## src/rtl/score_sequencer.sv

```systemverilog
`default_nettype none
// ============================================================================
// Module   : score_sequencer
// Purpose  : Plays a stored two-channel score through the square-wave note
//            generator. Score words are fetched from an external synchronous
//            ROM. Each entry drives the left/right divider outputs for
//            dur * beat_cycles clock cycles. The last GAP_CYCLES cycles of
//            every entry are muted so that repeated notes stay articulated.
//            The block also provides play/pause/stop transport, optional
//            looping and a saturating volume control.
//
// Ports    : clk            system clock
//            rst            asynchronous, active-low reset
//            play           pulse: start from IDLE / resume from PAUSED
//            pause          pulse: pause while playing
//            stop           pulse: abort and return to IDLE
//            loop_en        level: restart at address 0 on the end marker
//            vol_up         pulse: volume + 1 (saturates at 5)
//            vol_down       pulse: volume - 1 (saturates at 0)
//            beat_cycles    clock cycles per beat (0 is treated as 1)
//            rom_addr       score ROM address (data valid one cycle later)
//            rom_data       score word {dur[3:0], div_left[21:0], div_right[21:0]}
//            note_div_left  left-channel divider (1 = rest)
//            note_div_right right-channel divider (1 = rest)
//            vol            volume 0..5
//            playing        high in FETCH, LOAD and PLAY
//            song_end       one-cycle pulse when the score ends without looping
//
// Revision : 1.0 - initial release
// ============================================================================

module score_sequencer #(
   parameter int          ADDR_W     = 8,
   parameter logic [15:0] GAP_CYCLES = 16'd2
) (
   input  logic              clk,
   input  logic              rst,
   input  logic              play,
   input  logic              pause,
   input  logic              stop,
   input  logic              loop_en,
   input  logic              vol_up,
   input  logic              vol_down,
   input  logic [23:0]       beat_cycles,
   output logic [ADDR_W-1:0] rom_addr,
   input  logic [47:0]       rom_data,
   output logic [21:0]       note_div_left,
   output logic [21:0]       note_div_right,
   output logic [2:0]        vol,
   output logic              playing,
   output logic              song_end
);

   // -------------------------------------------------------------------------
   // Constants
   // -------------------------------------------------------------------------
   localparam logic [21:0] C_DIV_REST = 22'd1;
   localparam logic [23:0] C_GAP      = 24'(GAP_CYCLES);
   localparam logic [2:0]  C_VOL_MAX  = 3'd5;
   localparam logic [2:0]  C_VOL_RST  = 3'd3;

   typedef enum logic [2:0] {
      S_IDLE   = 3'd0,
      S_FETCH  = 3'd1,
      S_LOAD   = 3'd2,
      S_PLAY   = 3'd3,
      S_PAUSED = 3'd4
   } state_t;

   // -------------------------------------------------------------------------
   // State and latched entry data
   // -------------------------------------------------------------------------
   state_t      r_state;
   logic [23:0] r_beat_cnt;
   logic [3:0]  r_beats_left;
   logic [23:0] r_beat_lat;
   logic [21:0] r_div_left;
   logic [21:0] r_div_right;

   // -------------------------------------------------------------------------
   // Mute window: the tail of the final beat of an entry. When the beat is
   // no longer than the gap, the whole final beat is silent.
   // -------------------------------------------------------------------------
   function automatic logic f_mute(input logic [3:0]  bl,
                                   input logic [23:0] cnt,
                                   input logic [23:0] lat);
      f_mute = (bl == 4'd1) && ((lat <= C_GAP) || (cnt >= (lat - C_GAP)));
   endfunction

   // -------------------------------------------------------------------------
   // Combinational helpers
   // -------------------------------------------------------------------------
   logic [3:0]  w_rom_dur;
   logic [21:0] w_rom_div_left;
   logic [21:0] w_rom_div_right;
   logic [23:0] w_load_lat;
   logic        w_last_tick;
   logic        w_entry_done;
   logic [23:0] w_cnt_adv;
   logic [3:0]  w_bl_adv;
   logic        w_load_mute;
   logic        w_play_mute;
   logic        w_resume_mute;
   logic        w_vol_inc;
   logic        w_vol_dec;

   assign w_rom_dur       = rom_data[47:44];
   assign w_rom_div_left  = rom_data[43:22];
   assign w_rom_div_right = rom_data[21:0];

   // A tempo of zero would never complete a beat, so it is clamped to one.
   assign w_load_lat = (beat_cycles == 24'd0) ? 24'd1 : beat_cycles;

   // Beat counter advance used by PLAY. A pause pulse still lets the current
   // PLAY cycle count, so a pause/resume pair loses no playback cycles.
   assign w_last_tick  = (r_beat_cnt == (r_beat_lat - 24'd1));
   assign w_entry_done = w_last_tick && (r_beats_left == 4'd1);
   assign w_cnt_adv    = w_last_tick ? 24'd0 : (r_beat_cnt + 24'd1);
   assign w_bl_adv     = w_last_tick ? (r_beats_left - 4'd1) : r_beats_left;

   // Mute is evaluated on the counter values the next cycle will hold,
   // because the divider outputs are registered alongside the state.
   assign w_load_mute   = f_mute(w_rom_dur, 24'd0, w_load_lat);
   assign w_play_mute   = f_mute(w_bl_adv, w_cnt_adv, r_beat_lat);
   assign w_resume_mute = f_mute(r_beats_left, r_beat_cnt, r_beat_lat);

   // Simultaneous up/down cancel out.
   assign w_vol_inc = vol_up && !vol_down && (vol != C_VOL_MAX);
   assign w_vol_dec = vol_down && !vol_up && (vol != 3'd0);

   // -------------------------------------------------------------------------
   // Transport state machine with registered outputs
   // -------------------------------------------------------------------------
   always_ff @(posedge clk or negedge rst) begin
      if (!rst) begin
         r_state        <= S_IDLE;
         rom_addr       <= '0;
         r_beat_cnt     <= 24'd0;
         r_beats_left   <= 4'd0;
         r_beat_lat     <= 24'd1;
         r_div_left     <= C_DIV_REST;
         r_div_right    <= C_DIV_REST;
         note_div_left  <= C_DIV_REST;
         note_div_right <= C_DIV_REST;
         playing        <= 1'b0;
         song_end       <= 1'b0;
      end else begin
         song_end <= 1'b0;

         if (stop) begin
            // Abort has top priority from every state and never flags an end.
            r_state        <= S_IDLE;
            rom_addr       <= '0;
            r_beat_cnt     <= 24'd0;
            r_beats_left   <= 4'd0;
            note_div_left  <= C_DIV_REST;
            note_div_right <= C_DIV_REST;
            playing        <= 1'b0;
         end else begin
            case (r_state)
               S_IDLE: begin
                  note_div_left  <= C_DIV_REST;
                  note_div_right <= C_DIV_REST;
                  playing        <= 1'b0;
                  // pause outranks play, so a coincident pause blocks the start
                  if (play && !pause) begin
                     r_state <= S_FETCH;
                     playing <= 1'b1;
                  end
               end

               S_FETCH: begin
                  // rom_addr is held here; the ROM word is valid in LOAD.
                  r_state        <= S_LOAD;
                  note_div_left  <= C_DIV_REST;
                  note_div_right <= C_DIV_REST;
                  playing        <= 1'b1;
               end

               S_LOAD: begin
                  if (w_rom_dur == 4'd0) begin
                     // End marker: rewind, then either loop or finish.
                     rom_addr       <= '0;
                     note_div_left  <= C_DIV_REST;
                     note_div_right <= C_DIV_REST;
                     if (loop_en) begin
                        r_state <= S_FETCH;
                        playing <= 1'b1;
                     end else begin
                        r_state  <= S_IDLE;
                        playing  <= 1'b0;
                        song_end <= 1'b1;
                     end
                  end else begin
                     r_div_left   <= w_rom_div_left;
                     r_div_right  <= w_rom_div_right;
                     r_beat_lat   <= w_load_lat;
                     r_beats_left <= w_rom_dur;
                     r_beat_cnt   <= 24'd0;
                     rom_addr     <= rom_addr + ADDR_W'(1);
                     r_state      <= S_PLAY;
                     playing      <= 1'b1;
                     // The first PLAY cycle already shows the new note.
                     note_div_left  <= w_load_mute ? C_DIV_REST : w_rom_div_left;
                     note_div_right <= w_load_mute ? C_DIV_REST : w_rom_div_right;
                  end
               end

               S_PLAY: begin
                  r_beat_cnt   <= w_cnt_adv;
                  r_beats_left <= w_bl_adv;
                  if (pause) begin
                     // If this was the entry's final cycle, beats_left is now
                     // zero and resuming goes straight on to the next fetch.
                     r_state        <= S_PAUSED;
                     note_div_left  <= C_DIV_REST;
                     note_div_right <= C_DIV_REST;
                     playing        <= 1'b0;
                  end else if (w_entry_done) begin
                     r_state        <= S_FETCH;
                     note_div_left  <= C_DIV_REST;
                     note_div_right <= C_DIV_REST;
                     playing        <= 1'b1;
                  end else begin
                     note_div_left  <= w_play_mute ? C_DIV_REST : r_div_left;
                     note_div_right <= w_play_mute ? C_DIV_REST : r_div_right;
                     playing        <= 1'b1;
                  end
               end

               S_PAUSED: begin
                  note_div_left  <= C_DIV_REST;
                  note_div_right <= C_DIV_REST;
                  playing        <= 1'b0;
                  if (play && !pause) begin
                     playing <= 1'b1;
                     if (r_beats_left == 4'd0) begin
                        r_state <= S_FETCH;
                     end else begin
                        r_state        <= S_PLAY;
                        note_div_left  <= w_resume_mute ? C_DIV_REST : r_div_left;
                        note_div_right <= w_resume_mute ? C_DIV_REST : r_div_right;
                     end
                  end
               end

               default: begin
                  r_state        <= S_IDLE;
                  rom_addr       <= '0;
                  r_beat_cnt     <= 24'd0;
                  r_beats_left   <= 4'd0;
                  note_div_left  <= C_DIV_REST;
                  note_div_right <= C_DIV_REST;
                  playing        <= 1'b0;
               end
            endcase
         end
      end
   end

   // -------------------------------------------------------------------------
   // Volume: independent of transport state, untouched by stop
   // -------------------------------------------------------------------------
   always_ff @(posedge clk or negedge rst) begin
      if (!rst) begin
         vol <= C_VOL_RST;
      end else if (w_vol_inc) begin
         vol <= vol + 3'd1;
      end else if (w_vol_dec) begin
         vol <= vol - 3'd1;
      end
   end

endmodule

`default_nettype wire

```

## config.mk

```make
export PLATFORM = sky130hd
export DESIGN_NAME = score_sequencer
export DESIGN_NICKNAME = d
export VERILOG_FILES = /design/src/rtl/score_sequencer.sv
export SDC_FILE = /design/constraint.sdc
export NUM_CORES = 1
export LEC_CHECK = 0
export ABC_AREA = 1
export CAP_MARGIN = 20
export CORE_MARGIN = 2
export CORE_UTILIZATION = 56
export CTS_CLUSTER_SIZE = 25
export DETAILED_ROUTE_END_ITERATION = 8
export GPL_ROUTABILITY_DRIVEN = 0
export MAX_ROUTING_LAYER = met4
export PLACE_DENSITY = 0.9
export REMOVE_ABC_BUFFERS = 1
export SKIP_LAST_GASP = 1
export SLEW_MARGIN = 25
export SYNTH_ARGS = -nofsm -noshare
export SYNTH_HDL_FRONTEND = slang
export SYNTH_SLANG_ARGS = --single-unit
```

## constraint.sdc

```tcl
create_clock -name clk -period 4.7 [get_ports clk]
set_input_delay 1.175 -clock clk [delete_from_list [all_inputs] [get_ports clk]]
set_output_delay 1.175 -clock clk [all_outputs]
set_load 0.01 [all_outputs]
```

==> metrics.yaml <==
power:
  p_sw_share_pct: 43.38
  p_int_mw: 3.497
  power_switching_mw: 2.679
  power.share.clock_pct: 23.7
  p_seq_share_pct: 33.5
  ir_worst_vdd_mv: 0.2936
  power_mw: 6.176
  power.density_mw_per_mm2: 482.4
  combinationalPowerShare_pct: 42.8
  p_leak_nw: 5.985
global_route:
  grt_max_degree: 105
  grt_pass1_vias: 10190
  antenna_found_initial: 1
  grt_pass1_wl_um: 49660
  gr-total-overflow: 0
  grt_use_total_pct: 32.26
clocking:
  cts_sinks: 156
  htreeDepth: 4
  clock_path_buffers: 2
  numCtsBuffers: 17
  tritoncts: "done"
  cts.clk_slew.worst_paths_ps: 70
  cts_hold_buf: 0
  cts_root_buf: "clkbuf_16"
  clock_latency_ps: 430
sta:
  worst_pin_slew_ps: 870.0
  fin_skew_ps: 13.02
  post-route-min-period_ps: 4594
  period_share_pct: 97.74
  setup_violations: 0
  max-slew-margin-rel_pct: 41.81
  fmax_mhz: 217.7
  postLayoutSetupSlackWorst_ps: 106.3
  report.final.slew_viol_count: 0
  fin_setup_tns_ps: 0
  hold_viol_final: 0
  fin_hold_ws_ps: 477.1
layout:
  final_cell_mix: "nand2_1, inv_1, dfrtp_1"
  num-nets-final: 1713
  final_common_cell: "nand2_1"
  drive_above_1_share_pct: 7.057
  syn_to_final_growth_pct: 23.68
detailed_routing:
  postRouteAntennaNets: 0
  num_vias: 10940
  drt_iter0_drc: 1432
  dr.pass1.iters: 6
  routedWlPerCell_um: 17.57
  wl_um: 31920
  drc: 0
  vias_per_cell: 6.018
status:
  status: "complete, no violations"
logic_synthesis:
  synth_warnings: 0
  ys.flop_type: "dfrtp_1"
  synth_edf_count: 0
  yosysTopAreaCell: "dfrtp_1"
  netlist.area_leader.share_pct: 36.02
  ys_seq_elements: 156
  syn_avg_cell_area_um2: 7.224
  synth-async-reset-ratio_pct: 100.0
  synth_area_mm2: 0.01035
  ys_seq_area_share_pct: 37.79
  synthTopCellsByArea: "dfrtp_1, nand2_1, ha_1"
  synth_cells: 1433
  synth_cell_types: 45
setup_path:
  start_kind: "register"
  cp_slowest_stage_delay_ps: 590
  path_class: "register to register"
  cp-end-kind: "register"
  reg2reg_depth: 29
  cp_max_fo: 10
  cp_common_cell: "nand2_1"
  worst_ep_arrival_time_ps: 4940
  crit_path_top_delay_cell: "dfstp_2"
  required_ps: 5050
placed_design:
  portBuffers: 136
  dpl_worst_slack_ps: -68.60
  dp_hpwl_um: 21590
worst_hold_path:
  min_path_type: "register to register"
  min_path_cells: 2
floorplanning:
  dieArea_mm2: 0.01959
  core_mm2: 0.01802
  rows: 49
  num_io_pins: 137
  start_util_pct: 57.43
  dieWidth_um: 140.0
  die_h_um: 140.0
flow_run:
  drv_cap: 0
area by class of cell:
type	instances	area, µm²
Antenna cell	1	2.502
Clock buffer	17	425.4
Clock inverter	15	193.9
Fill cell	1310	5221
Inverter	158	596.8
Multi-Input combinational cell	1079	5741
Sequential cell	156	3914
Tap cell	229	286.5
Timing Repair Buffer	162	1644
through the flow:
step	utilization, %	std cells	area [µm²]
5_1_grt	71.03	1817	12800
3_3_place_gp	66.38	1770	11970
3_5_place_dp	66.38	1770	11970
2_1_floorplan	-	1393	10160
4_1_cts	69.89	1802	12600
6_report	71.03	1817	12800
state kept, by name (all words and copies together) (netlist names), 4 cells and up:
register	cells
note_div_left	22
r_beat_lat	24
r_beats_left	4
r_beat_cnt	24
note_div_right	22
r_div_left	22
r_div_right	22
rom_addr	8
worst paths after layout:
kind	start	to	slack [ps]
worst max-delay path	r_beat_lat[0]	note_div_left[17]	110
max in group asynchronous	rst	note_div_left[0]	3010
worst max register to register	r_beat_lat[0]	note_div_left[17]	110
worst min register to register	r_div_right[7]	r_div_right[7]	480
worst min-delay path	r_div_right[7]	r_div_right[7]	480
min in group asynchronous	rst	r_div_right[1]	820
routing by layer:
| metal | track usage (%) | routed length, µm |
|---|---|---|
| met5 | - | 0 |
| met4 | 13.79 | 1332 |
| met3 | 6.462 | 3227 |
| met2 | 50.71 | 14980 |
| met1 | 40.91 | 12380 |
kinds of logic after synthesis:
| group | synth area share [%] |
|---|---|
| simple gates | 32.48 |
| buf+inv | 7.542 |
| compound gates | 9.198 |
| flops | 37.79 |
| xor+xnor | 5.584 |
| fa+ha+maj | 7.203 |
| mux | 0.2055 |
power by group through the flow:
stage / combinational, mW / clock [mW] / sequential, mW
2_1_floorplan: 1.63 / 0 / 2.01
3_3_place_gp: 2.33 / 0 / 2.04
3_5_place_dp: 2.43 / 0 / 2.06
4_1_cts: 2.49 / 1.46 / 2.05
5_1_grt: 2.91 / 1.53 / 2.10
6_report: 2.64 / 1.46 / 2.07
cell usage after synthesis (5+ instances only):
| cell | count |
|---|---|
| nand2_1 | 422 |
| inv_1 | 156 |
| dfrtp_1 | 149 |
| nor2_1 | 131 |
| nand3_1 | 124 |
| a21oi_1 | 76 |
| ha_1 | 58 |
| o21ai_0 | 56 |
| xor2_1 | 51 |
| clkbuf_1 | 31 |
| nand4_1 | 30 |
| nor3_1 | 29 |
| o22ai_1 | 15 |
| xnor2_1 | 15 |
| nor2_2 | 9 |
| dfstp_2 | 7 |
| nor4_1 | 7 |
| o221ai_1 | 6 |
| a211oi_1 | 5 |
| buf_6 | 5 |
| nand2_2 | 5 |
| nand3b_1 | 5 |
| nor2_4 | 5 |
timing repair:
item / in CTS / in global routing
buffers inserted: 0 / 11
endpoints found under the setup margin: 42 / 44
cloned: 0 / 3
pin swaps: 1 / 3
resized for setup: 4 / 19
worst max-delay path: cells and delay by family (launching register included):
kind | cells | cell delay, ps
AOI/OAI and AO/OA | 5 | 850
DFF | 1 | 590
and+or+nand+nor | 19 | 2010
buffers and inverters | 3 | 480
adders and majority gates | 2 | 550
Power figures use the tool's default switching activity.
